--- src/rtl/itoa_writer.sv ---
// rtl/itoa_writer.sv - integer to NUL-terminated ASCII string writer (signed decimal or unsigned hex)
// Converts vi via double-dabble (decimal) or direct nibble load (hex), then streams bytes to memory.
module itoa_writer #(
    parameter int ASZ = 17,
    parameter int DSZ = 32
) (
    input  logic           clk,
    input  logic           rst,
    input  logic           en,
    input  logic           hex,
    input  logic [DSZ-1:0] vi,
    input  logic [ASZ-1:0] ba,
    output logic           bsy,
    output logic           we,
    output logic [ASZ-1:0] ao,
    output logic [7:0]     dout,
    output logic [5:0]     len
);
    localparam int ND = (DSZ * 3 + 9) / 10;
    localparam int BW = 4 * ND;
    localparam int IW = (ND > 1) ? $clog2(ND) : 1;
    localparam int CW = $clog2(DSZ + 1);

    typedef enum logic [2:0] {IDLE, CNV, SCAN, SGN, EMIT, TERM} state_t;

    state_t         st_q;
    logic           hex_q;
    logic           neg_q;
    logic [DSZ-1:0] mag_q;
    logic [BW-1:0]  dig_q;
    logic [CW-1:0]  cyc_q;
    logic [IW-1:0]  idx_q;
    logic [5:0]     nlen_q;

    logic [BW-1:0]  adj;
    logic [IW-1:0]  msd;
    logic [IW-1:0]  idx_nxt;

    function automatic logic [7:0] asc(input logic [3:0] d);
        return (d < 4'd10) ? (8'h30 + {4'd0, d}) : (8'h57 + {4'd0, d});
    endfunction

    // Double-dabble correction applied before each shift.
    always_comb begin
        adj = dig_q;
        for (int i = 0; i < ND; i++) begin
            if (dig_q[4*i +: 4] >= 4'd5) adj[4*i +: 4] = dig_q[4*i +: 4] + 4'd3;
        end
    end

    // Highest nonzero digit; an all-zero value leaves msd at 0 so a single '0' is written.
    always_comb begin
        msd = '0;
        for (int i = 0; i < ND; i++) begin
            if (dig_q[4*i +: 4] != 4'd0) msd = IW'(i);
        end
    end

    assign idx_nxt = idx_q - IW'(1);

    always_ff @(posedge clk) begin
        if (rst) begin
            st_q   <= IDLE;
            bsy    <= 1'b0;
            we     <= 1'b0;
            ao     <= '0;
            dout   <= '0;
            len    <= '0;
            hex_q  <= 1'b0;
            neg_q  <= 1'b0;
            mag_q  <= '0;
            dig_q  <= '0;
            cyc_q  <= '0;
            idx_q  <= '0;
            nlen_q <= '0;
        end else begin
            case (st_q)
                IDLE: begin
                    if (en) begin
                        hex_q <= hex;
                        ao    <= ba;
                        bsy   <= 1'b1;
                        dig_q <= '0;
                        cyc_q <= CW'(DSZ - 1);
                        st_q  <= CNV;
                        if (!hex && vi[DSZ-1]) begin
                            neg_q <= 1'b1;
                            mag_q <= -vi;
                        end else begin
                            neg_q <= 1'b0;
                            mag_q <= vi;
                        end
                    end
                end
                CNV: begin
                    if (hex_q) begin
                        dig_q <= BW'(mag_q);
                        st_q  <= SCAN;
                    end else begin
                        dig_q <= {adj[BW-2:0], mag_q[DSZ-1]};
                        mag_q <= {mag_q[DSZ-2:0], 1'b0};
                        cyc_q <= cyc_q - CW'(1);
                        if (cyc_q == '0) st_q <= SCAN;
                    end
                end
                SCAN: begin
                    idx_q  <= msd;
                    nlen_q <= 6'(msd) + 6'd1 + {5'd0, neg_q};
                    we     <= 1'b1;
                    if (neg_q) begin
                        dout <= 8'h2d;
                        st_q <= SGN;
                    end else begin
                        dout <= asc(dig_q[{msd, 2'b00} +: 4]);
                        st_q <= EMIT;
                    end
                end
                SGN: begin
                    ao   <= ao + ASZ'(1);
                    dout <= asc(dig_q[{idx_q, 2'b00} +: 4]);
                    st_q <= EMIT;
                end
                EMIT: begin
                    ao <= ao + ASZ'(1);
                    if (idx_q == '0) begin
                        dout <= 8'h00;
                        st_q <= TERM;
                    end else begin
                        idx_q <= idx_nxt;
                        dout  <= asc(dig_q[{idx_nxt, 2'b00} +: 4]);
                    end
                end
                TERM: begin
                    we   <= 1'b0;
                    bsy  <= 1'b0;
                    len  <= nlen_q;
                    st_q <= IDLE;
                end
                default: st_q <= IDLE;
            endcase
        end
    end
endmodule

--- config.mk ---
export PLATFORM = sky130hd
export DESIGN_NAME = itoa_writer
export DESIGN_NICKNAME = d
export VERILOG_FILES = /design/src/rtl/itoa_writer.sv
export SDC_FILE = /design/constraint.sdc
export NUM_CORES = 1
export LEC_CHECK = 0
export BUFFER_PORTS_ARGS = -buffer_cell sky130_fd_sc_hd__buf_2
export CORE_MARGIN = 8
export CORE_UTILIZATION = 61
export CTS_CLUSTER_DIAMETER = 60
export DETAILED_ROUTE_END_ITERATION = 10
export PLACE_DENSITY = 0.82
export SYNTH_ARGS = -nofsm -noshare
export SYNTH_HDL_FRONTEND = slang
export SYNTH_SLANG_ARGS = --single-unit
--- constraint.sdc ---
create_clock -name clk -period 3.78 [get_ports clk]
set_clock_uncertainty 0.05 [all_clocks]
set_input_delay 0.378 -clock clk [delete_from_list [all_inputs] [get_ports clk]]
set_output_delay 0.378 -clock clk [all_outputs]
set_load 0.01 [all_outputs]
==> impl_metrics.json, run 1 <==
{
  "cp-startpoint": "dig_q[36]$_SDFFE_PP0P_",
  "numCtsBuffers": 17,
  "worstReg2RegStart": "dig_q[36]$_SDFFE_PP0P_",
  "cp_cell_sequence": "inv_1 > ha_1 > or3b_2 > nor2_2 > o21ai_2 > inv_2 > mux2i_1 > mux2i_1 > o211ai_1 > inv_1 > ha_1 > and4_1 > nor3_1 > o41ai_2",
  "max_slew.worst_pin.slew_ns": 0.730,
  "root_buffer": "clkbuf_16",
  "track_usage": 0.261,
  "grt_pass1_vias": 7945,
  "max_freq_mhz": 281,
  "cpPeakStageDelay_ns": 0.53,
  "netlist_area_mm2": 0.00868,
  "yosysMostFrequentCell": "nor2_1",
  "top_layer_used": "met4",
  "die_x_um": 135,
  "dieArea_mm2": 0.0183,
  "ios": 86,
  "fin_setup_tns_ns": 0,
  "htreeDepth": 4,
  "first_iter_violations": 750,
  "synth-seq-cells": 123,
  "crit_path_end_kind": "flip-flop",
  "synth_cell_types": 72,
  "cp.arrival_ns": 3.79,
  "r2r_setup_slack_ns": 0.23,
  "worst_setup_path_start_kind": "flip-flop",
  "wl_met1_um": 10300,
  "yosysWarnings": 0,
  "r2r_end": "dout[2]$_SDFFE_PP0P_",
  "layout.nets": 1272,
  "wl_per_cell_um": 17.3,
  "synth_largest_area_cell": "dfxtp_1",
  "synthFlopType": "dfxtp_1",
  "finalPower_uw": 4960,
  "path_class": "flip-flop to flip-flop",
  "dp_hpwl_um": 17200,
  "clock_latency_ns": 0.43,
  "required_ns": 4.01,
  "cap_violations": 0,
  "finalWirelength_um": 23800,
  "seqCellArea_mm2": 0.00246,
  "cp-endpoint": "dout[2]$_SDFFE_PP0P_",
  "n_fill_cell": 1160,
  "ant_nets": 0,
  "portBuffers": 83,
  "rsz0062_at_grt": "false",
  "synthesis.instances": 1143,
  "grt_pass1_wl_um": 39200,
  "drc_errors": 0,
  "grt_overflow": 0,
  "power.leakage_uw": 0.00376,
  "cts_sinks": 123,
  "cp_slowest_cell": "or3b_2",
  "netlist_top_cells_count": "nor2_1 (146), nand2_1 (136), dfxtp_1 (123), a21oi_1 (115), o21ai_0 (81)",
  "yosysSeqAreaShare": 0.284,
  "outcome": "completed",
  "multi_input_area_mm2": 0.00569,
  "antenna_found_initial": 0,
  "path_max_fanout": 12,
  "hp-class": "input port to flip-flop",
  "power_density_mw_per_mm2": 508,
  "synthArstFlopShare": 0,
  "start_util": 0.626,
  "vdd_drop_max_uv": 330,
  "dr_wl_met3_um": 1710,
  "area_growth_pct": 12.4,
  "max-slew-margin-rel": 0.509,
  "coreArea_mm2": 0.0139,
  "r2r_cells": 14,
  "cts_tree": "built",
  "wl_met2_um": 10900,
  "synth.top_cell.area_share": 0.284,
  "via_per_inst": 6.23,
  "maxSlewViolCount": 0,
  "rows": 43,
  "synth.top_cells.by_area": "dfxtp_1 (28%), a21oi_1 (6.6%), nor2_1 (6.3%)",
  "period_share": 0.940,
  "setup_viol": 0,
  "routed-via-count": 8572,
  "grt_max_degree": 63,
  "cts_buffer_depth": 2,
  "path_clk_slew_ns": 0.06,
  "dieHeight_um": 135,
  "final_layout_size_suffix_gt1_frac": 0.152,
  "drtPass1Iterations": 7,
  "min_period_ns": 3.55,
  "finalHoldViolations": 0,
  "synth_edf_count": 0,
  "synth_area_per_cell_um2": 7.60,
  "diodes": 0,
  "place_congestion": 0.936
}
## sequential cells by signal (all words and copies together) (netlist names)
name    count
dig_q      40
bsy         1
we          1
idx_q       4
dout        7
mag_q      32
ao         17
len         5
neg_q       1
nlen_q      5
hex_q       1
st_q        3
cyc_q       6
## power by group
part / leakage [µW] / internal (µW) / switching [µW]
combinational: 0.00245 / 543 / 954
clock: 0.000316 / 1140 / 662
sequential: 0.00100 / 1480 / 180
total: 0.00376 / 3160 / 1800
## cell type report
type	instances	share of cell area
multi-input combinational	897	0.582
sequential	123	0.252
timing repair buffer	107	0.0613
clock buffer	18	0.0450
tap	180	0.0231
clock inverter	14	0.0213
inverter	38	0.0146
## kinds of logic (layout without fill, tap and decap cells)
kind of cell	Yosys count	after routing	synth area share
flops	123	123	0.284
simple gates	411	411	0.217
mux	47	47	0.0794
fa+ha+maj	35	35	0.0504
buf+inv	124	177	0.0640
xor+xnor	50	50	0.0504
other cells	1	2	0.000432
compound gates	352	352	0.255
## cells in the final DEF, fill, tap and decap left out, types with 5 or more instances in the layout
master,Yosys,final
xnor2_1,30,30
o41ai_1,5,5
o31ai_1,12,12
clkbuf_16,0,17
nor3b_1,17,17
a22oi_1,44,44
a21oi_1,115,115
and3_1,10,10
nor3_1,19,19
and2_1,5,5
nor2_2,1,5
o211ai_1,26,26
inv_1,37,37
buf_4,6,25
nand3_1,23,23
a211oi_1,26,26
ha_1,35,35
nand2_1,136,136
inv_6,0,5
mux2i_1,25,25
nand2b_1,19,19
a22o_1,7,7
buf_2,6,82
dfxtp_1,123,123
xor2_1,20,20
nor4_1,7,7
nor2_1,146,142
mux2_2,5,5
mux4_2,14,14
o21ai_0,81,81
## repair_timing
action | 4_1_cts | 5_1_grt
hold buffers | 0 | 0
setup buffers | 0 | 0
setup endpoints to repair | 0 | 2
resized for setup | 0 | 1
## per-layer routing
| metal | up-vias | global-route usage |
|---|---|---|
| li1 | 4179 | - |
| met1 | 3962 | 0.331 |
| met2 | 364 | 0.414 |
| met3 | 67 | 0.0519 |
| met4 | 0 | 0.132 |
| met5 | - | 0 |
## worst max-delay path, delay by kind of cell (launching register included)
| family | cells | cell delay [ns] |
|---|---|---|
| AND/OR/NAND/NOR | 4 | 1.14 |
| buffers and inverters | 3 | 0.47 |
| multiplexers | 2 | 0.33 |
| AO/OA/AOI/OAI | 3 | 0.56 |
| adder cells (fa/ha/maj) | 2 | 0.48 |
| flip-flops | 1 | 0.36 |
## per-stage QoR
| stage | worst slack (ns) | area (µm²) | util | hold WS, ns | instances |
|---|---|---|---|---|---|
| 5_1_grt | 0.00802 | 9760 | 0.703 | 0.143 | 1377 |
| 2_1_floorplan | 0.465 | 8690 | - | 0.389 | 1144 |
| 4_1_cts | 0.226 | 9750 | 0.703 | 0.131 | 1377 |
| 3_3_place_gp | 0.343 | 9110 | 0.656 | 0.393 | 1345 |
| 3_5_place_dp | 0.240 | 9110 | 0.656 | 0.396 | 1345 |
| 6_report | 0.227 | 9760 | 0.703 | 0.142 | 1377 |
## how the worst min path moves through the flow
stage	start	to	slack, ns	depth (start not counted)
6_report	ba[0]	ao[0]$_SDFFE_PP0P_	0.14	3
2_1_floorplan	nlen_q[4]$_SDFFE_PP0P_	len[4]$_SDFFE_PP0P_	0.39	2
3_3_place_gp	len[2]$_SDFFE_PP0P_	len[2]$_SDFFE_PP0P_	0.39	2
5_1_grt	ba[0]	ao[0]$_SDFFE_PP0P_	0.14	3
3_5_place_dp	len[4]$_SDFFE_PP0P_	len[4]$_SDFFE_PP0P_	0.40	2
4_1_cts	ba[0]	ao[0]$_SDFFE_PP0P_	0.13	3
Note: power is estimated with default switching activity, not from simulation.
==> run 2, diff against run 1 <==
--- a/config.mk
+++ b/config.mk
@@ -6,11 +6,14 @@
 export NUM_CORES = 1
 export LEC_CHECK = 0
 export BUFFER_PORTS_ARGS = -buffer_cell sky130_fd_sc_hd__buf_2
+export CAP_MARGIN = 20
+export CELL_PAD_IN_SITES_DETAIL_PLACEMENT = 1
+export CELL_PAD_IN_SITES_GLOBAL_PLACEMENT = 1
 export CORE_MARGIN = 8
-export CORE_UTILIZATION = 61
+export CORE_UTILIZATION = 40
 export CTS_CLUSTER_DIAMETER = 60
 export DETAILED_ROUTE_END_ITERATION = 10
-export PLACE_DENSITY = 0.82
+export PLACE_DENSITY_LB_ADDON = 0.1
 export SYNTH_ARGS = -nofsm -noshare
 export SYNTH_HDL_FRONTEND = slang
 export SYNTH_SLANG_ARGS = --single-unit
==> impl_metrics.json, run 2 (same netlist as run 1, synthesis figures left out) <==
{
  "outcome": "completed",
  "r2r_end": "dout[2]$_SDFFE_PP0P_",
  "path_class": "flip-flop to flip-flop",
  "grt_pass1_wl_um": 45600,
  "final_layout_size_suffix_gt1_frac": 0.154,
  "die_x_um": 163,
  "first_iter_violations": 492,
  "max_freq_mhz": 282,
  "cap_violations": 0,
  "final_cell_mix": "nor2_1 (142), nand2_1 (136), dfxtp_1 (122)",
  "power.leakage_uw": 0.00376,
  "drtPass1Iterations": 4,
  "path_delay_family": "simple AND/OR/NAND/NOR gates",
  "track_usage": 0.212,
  "dp_hpwl_um": 21000,
  "worstReg2RegStart": "dig_q[36]$_SDFFE_PP0P_",
  "final_util": 0.457,
  "r2r_cells": 14,
  "drc_errors": 0,
  "fin_setup_tns_ns": 0,
  "hp-start": "ba[0]",
  "worst_setup_path_start_kind": "flip-flop",
  "grt_pass1_vias": 8506,
  "maxSlewViolCount": 0,
  "max-slew-margin-rel": 0.362,
  "layout.nets": 1278,
  "min_period_ns": 3.55,
  "hp-class": "input port to flip-flop",
  "period_share": 0.939,
  "start_util": 0.403,
  "netSwitchingFraction": 0.378,
  "numCtsBuffers": 17,
  "grt_max_degree": 83,
  "combPwrFrac": 0.324,
  "holdPathEnd": "ao[0]$_SDFFE_PP0P_",
  "top_register": "dig_q",
  "portBuffers": 83,
  "cp_slowest_cell": "or3b_2",
  "rows": 54,
  "multi_input_area_mm2": 0.00569,
  "largest_register_ffs": 40,
  "clockPowerShare": 0.334,
  "hold_buffers": 0,
  "ant_nets": 0,
  "root_buffer": "clkbuf_16",
  "max_slew.worst_pin.slew_ns": 0.957,
  "vdd_drop_max_uv": 318,
  "cp_cell_sequence": "inv_1 > ha_1 > or3b_2 > nor2_2 > o21ai_2 > inv_2 > mux2i_1 > mux2i_1 > o211ai_1 > inv_1 > ha_1 > and4_1 > nor3_1 > o41ai_2",
  "cts_buffer_depth": 2,
  "path_max_fanout": 12,
  "cts_tree": "built",
  "rsz0062_at_grt": "false",
  "antenna_found_initial": 0,
  "crit_path_end_kind": "flip-flop",
  "routed-via-count": 8485,
  "finalWirelength_um": 28500,
  "cp.arrival_ns": 3.77,
  "finalHoldViolations": 0,
  "p_seq_frac": 0.342,
  "setup_viol": 0,
  "seqCellArea_mm2": 0.00246,
  "cpPeakStageDelay_ns": 0.55,
  "crit_buf_inv": 3,
  "coreArea_mm2": 0.0216,
  "ios": 86,
  "intPower_uw": 3020,
  "grt_overflow": 0,
  "power_density_mw_per_mm2": 493,
  "n_fill_cell": 2702,
  "hold-path-cell-count": 3,
  "htreeDepth": 4,
  "required_ns": 4.00,
  "dieArea_mm2": 0.0267,
  "reg_top3": "dig_q: 40 flops, mag_q: 32 flops, ao: 17 flops",
  "power.switching_uw": 1840,
  "place_congestion": 0.879,
  "wl_per_cell_um": 19.2,
  "dieHeight_um": 163,
  "diodes": 0,
  "area_growth_pct": 13.5,
  "cts_sinks": 123,
  "r2r_setup_slack_ns": 0.23,
  "via_per_inst": 5.72,
  "path_clk_slew_ns": 0.06,
  "clock_latency_ns": 0.42,
  "final_common_cell": "nor2_1"
}
## run 2: cell types whose count changed in the layout (fill, tap and decap cells not counted), sizes merged
| cell | before | now |
|---|---|---|
| inv | 45 | 39 |
| bufinv | 4 | 2 |
| buf | 107 | 113 |
| clkbuf | 18 | 22 |
| clkinv | 2 | 6 |
## run 2: tightest hold or removal path: stages
cell	delay (ns)
buf_2	0.11
nand2_1	0.05
a21oi_1	0.05
## run 2: routing by layer
layer	vias up	track usage	routed length [µm]	share of wire
met5	-	0	0	0
met4	0	0.0550	346	0.012
met3	26	0.0302	877	0.031
met2	113	0.361	13800	0.49
met1	4164	0.275	13500	0.47
li1	4182	-	-	-
## run 2: worst max path at each step
stage,end,cells past startpoint,startpoint
floorplan,dout[0]$_SDFFE_PP0P_,14,idx_q[0]$_SDFFE_PP0P_
global placement,dout[2]$_SDFFE_PP0P_,15,dig_q[12]$_SDFFE_PP0P_
detailed placement,dout[2]$_SDFFE_PP0P_,15,dig_q[12]$_SDFFE_PP0P_
CTS,dout[2]$_SDFFE_PP0P_,15,dig_q[8]$_SDFFE_PP0P_
global route,dout[2]$_SDFFE_PP0P_,14,dig_q[36]$_SDFFE_PP0P_
finish,dout[2]$_SDFFE_PP0P_,14,dig_q[36]$_SDFFE_PP0P_
## run 2: timing repair
| action | 4_1_cts | 5_1_grt |
|---|---|---|
| setup endpoints to repair | 0 | 2 |
| setup buffers | 0 | 0 |
| gates resized for setup | 0 | 1 |
## run 2: power by group through the flow
stage | logic (µW) | registers (µW) | clock network (µW)
after global placement | 1540 | 1680 | 0
after detailed placement | 1560 | 1690 | 0
final | 1570 | 1660 | 1620
after floorplan | 1110 | 1640 | 0
after CTS | 1580 | 1660 | 1650
after global routing | 1750 | 1690 | 1710
## run 2: area by class of cell
type,instances,area share
clock inverter,10,0.0119
multi-input combinational,897,0.577
tap,280,0.0355
clock buffer,22,0.0461
inverter,38,0.0145
timing repair buffer,113,0.0652
sequential,123,0.250
## run 2: per-stage QoR
| stage | std cells | worst slack (ns) | power (µW) | hold slack, ns | instance area, µm² |
|---|---|---|---|---|---|
| floorplan | 1144 | 0.465 | 2740 | 0.389 | 8690 |
| global placement | 1450 | 0.324 | 3220 | 0.394 | 9270 |
| detailed placement | 1450 | 0.242 | 3250 | 0.398 | 9270 |
| CTS | 1482 | 0.226 | 4890 | 0.161 | 9840 |
| global route | 1483 | 0.00724 | 5150 | 0.184 | 9860 |
| finish | 1483 | 0.231 | 4860 | 0.168 | 9860 |
==> run 3, diff against run 2 <==
--- a/config.mk
+++ b/config.mk
@@ -10,7 +10,7 @@
 export CELL_PAD_IN_SITES_DETAIL_PLACEMENT = 1
 export CELL_PAD_IN_SITES_GLOBAL_PLACEMENT = 1
 export CORE_MARGIN = 8
-export CORE_UTILIZATION = 40
+export CORE_UTILIZATION = 45
 export CTS_CLUSTER_DIAMETER = 60
 export DETAILED_ROUTE_END_ITERATION = 10
 export PLACE_DENSITY_LB_ADDON = 0.1
==> impl_metrics.json, run 3 (same netlist as run 1, synthesis figures left out) <==
{
  "first_iter_violations": 453,
  "path_max_fanout": 12,
  "vdd_drop_max_uv": 318,
  "final_common_cell": "nor2_1",
  "min_period_ns": 3.58,
  "ios": 86,
  "dp_hpwl_um": 20400,
  "track_usage": 0.234,
  "worst_setup_path_start_kind": "flip-flop",
  "combPwrFrac": 0.331,
  "period_share": 0.947,
  "max_slew.worst_pin.slew_ns": 0.973,
  "cts_sinks": 123,
  "grt_pass1_vias": 8699,
  "path_class": "flip-flop to flip-flop",
  "crit_path_end_kind": "flip-flop",
  "dieArea_mm2": 0.0240,
  "cts_buffer_depth": 2,
  "finalWirelength_um": 27900,
  "routed-via-count": 8576,
  "ant_nets": 0,
  "antenna_found_initial": 0,
  "final_cell_mix": "nor2_1 (142), nand2_1 (136), dfxtp_1 (122)",
  "via_per_inst": 5.85,
  "diodes": 0,
  "reg_top3": "dig_q: 40 flops, mag_q: 32 flops, ao: 17 flops",
  "required_ns": 4.00,
  "max-slew-margin-rel": 0.351,
  "n_fill_cell": 2427,
  "grt_overflow": 0,
  "htreeDepth": 4,
  "cp.arrival_ns": 3.80,
  "cap_violations": 0,
  "power_density_mw_per_mm2": 484,
  "maxSlewViolCount": 0,
  "dieHeight_um": 155,
  "grt_pass1_wl_um": 45700,
  "power.leakage_uw": 0.00374,
  "rows": 51,
  "power.switching_uw": 1850,
  "portBuffers": 83,
  "path_clk_slew_ns": 0.06,
  "cts_tree": "built",
  "dp.cells": 1432,
  "coreArea_mm2": 0.0192,
  "clockPowerShare": 0.318,
  "setup_viol": 0,
  "hp-class": "input port to flip-flop",
  "netSwitchingFraction": 0.391,
  "top_register": "dig_q",
  "wl_per_cell_um": 19.0,
  "multi_input_area_mm2": 0.00570,
  "final_layout_size_suffix_gt1_frac": 0.157,
  "setup_ws_ns": 0.200,
  "drtPass1Iterations": 4,
  "p_seq_frac": 0.351,
  "layout.nets": 1276,
  "finalHoldViolations": 0,
  "numCtsBuffers": 17,
  "die_x_um": 155,
  "largest_register_ffs": 40,
  "pre_cts_slack_ns": 0.163,
  "outcome": "completed",
  "final_cells": 1466,
  "root_buffer": "clkbuf_16",
  "start_util": 0.452,
  "clock_latency_ns": 0.43,
  "area_growth_pct": 12.9,
  "place_congestion": 0.950,
  "max_freq_mhz": 279,
  "seqCellArea_mm2": 0.00246,
  "drc_errors": 0,
  "grt_max_degree": 84,
  "intPower_uw": 2890
}
[run 3: through the flow]
| step | utilization | area (µm²) | setup TNS [ns] | hold slack, ns | power (µW) |
|---|---|---|---|---|---|
| 2_1_floorplan | - | 8690 | 0 | 0.389 | 2740 |
| 3_5_place_dp | 0.481 | 9240 | 0 | 0.395 | 3240 |
| 6_report | 0.510 | 9800 | 0 | 0.170 | 4740 |
| 4_1_cts | 0.509 | 9780 | 0 | 0.151 | 4760 |
| 3_3_place_gp | 0.481 | 9240 | 0 | 0.393 | 3210 |
| 5_1_grt | 0.510 | 9800 | -0.00297 | 0.149 | 5040 |
[run 3: metal layers]
metal  share of wire  global-route usage  up-vias
met3           0.037              0.0422       26
li1                -                   -     4183
met1            0.45               0.286     4205
met5               0                   0        -
met2            0.50               0.413      162
met4           0.015              0.0649        0
[run 3: worst max-delay path: stages (launching register included)]
cell and delay (ns):
dfxtp_1 0.37, inv_1 0.13, ha_1 0.23, or3b_2 0.54, nor2_2 0.22, o21ai_2 0.11
inv_2 0.25, nand2_1 0.11, a32oi_1 0.20, mux2i_1 0.14, a221oi_2 0.31, inv_1 0.08
ha_1 0.21, and4_1 0.15, nor3_1 0.23, o41ai_2 0.10
[run 3: area by class of cell]
type	count	share of cell area
clock inverters	14	0.0101
flip-flops and latches	123	0.251
multi-input cells	897	0.581
clock buffers	18	0.0448
inverters	38	0.0146
well taps	265	0.0338
repair buffers	111	0.0641
[run 3: repair_timing]
| action | 4_1_cts | 5_1_grt |
|---|---|---|
| hold buffers | 0 | 0 |
| buffers inserted | 0 | 2 |
| endpoints found under the setup margin | 0 | 2 |
| gates resized for setup | 0 | 1 |
[run 3: power by group through the flow]
| stage | combinational, µW | sequential [µW] | clock (µW) |
|---|---|---|---|
| 2_1_floorplan | 1110 | 1640 | 0 |
| 3_3_place_gp | 1520 | 1680 | 0 |
| 3_5_place_dp | 1550 | 1690 | 0 |
| 4_1_cts | 1570 | 1660 | 1530 |
| 5_1_grt | 1750 | 1690 | 1590 |
| 6_report | 1570 | 1660 | 1510 |
[run 3: worst paths after layout]
| check | from | end | slack [ns] | cells past startpoint |
|---|---|---|---|---|
| worst min register to register | len[4]$_SDFFE_PP0P_ | len[4]$_SDFFE_PP0P_ | 0.40 | 2 |
| worst max register to register | dig_q[36]$_SDFFE_PP0P_ | dout[2]$_SDFFE_PP0P_ | 0.20 | 15 |
| worst max-delay path | dig_q[36]$_SDFFE_PP0P_ | dout[2]$_SDFFE_PP0P_ | 0.20 | 15 |
| worst min-delay path | ba[0] | ao[0]$_SDFFE_PP0P_ | 0.17 | 3 |
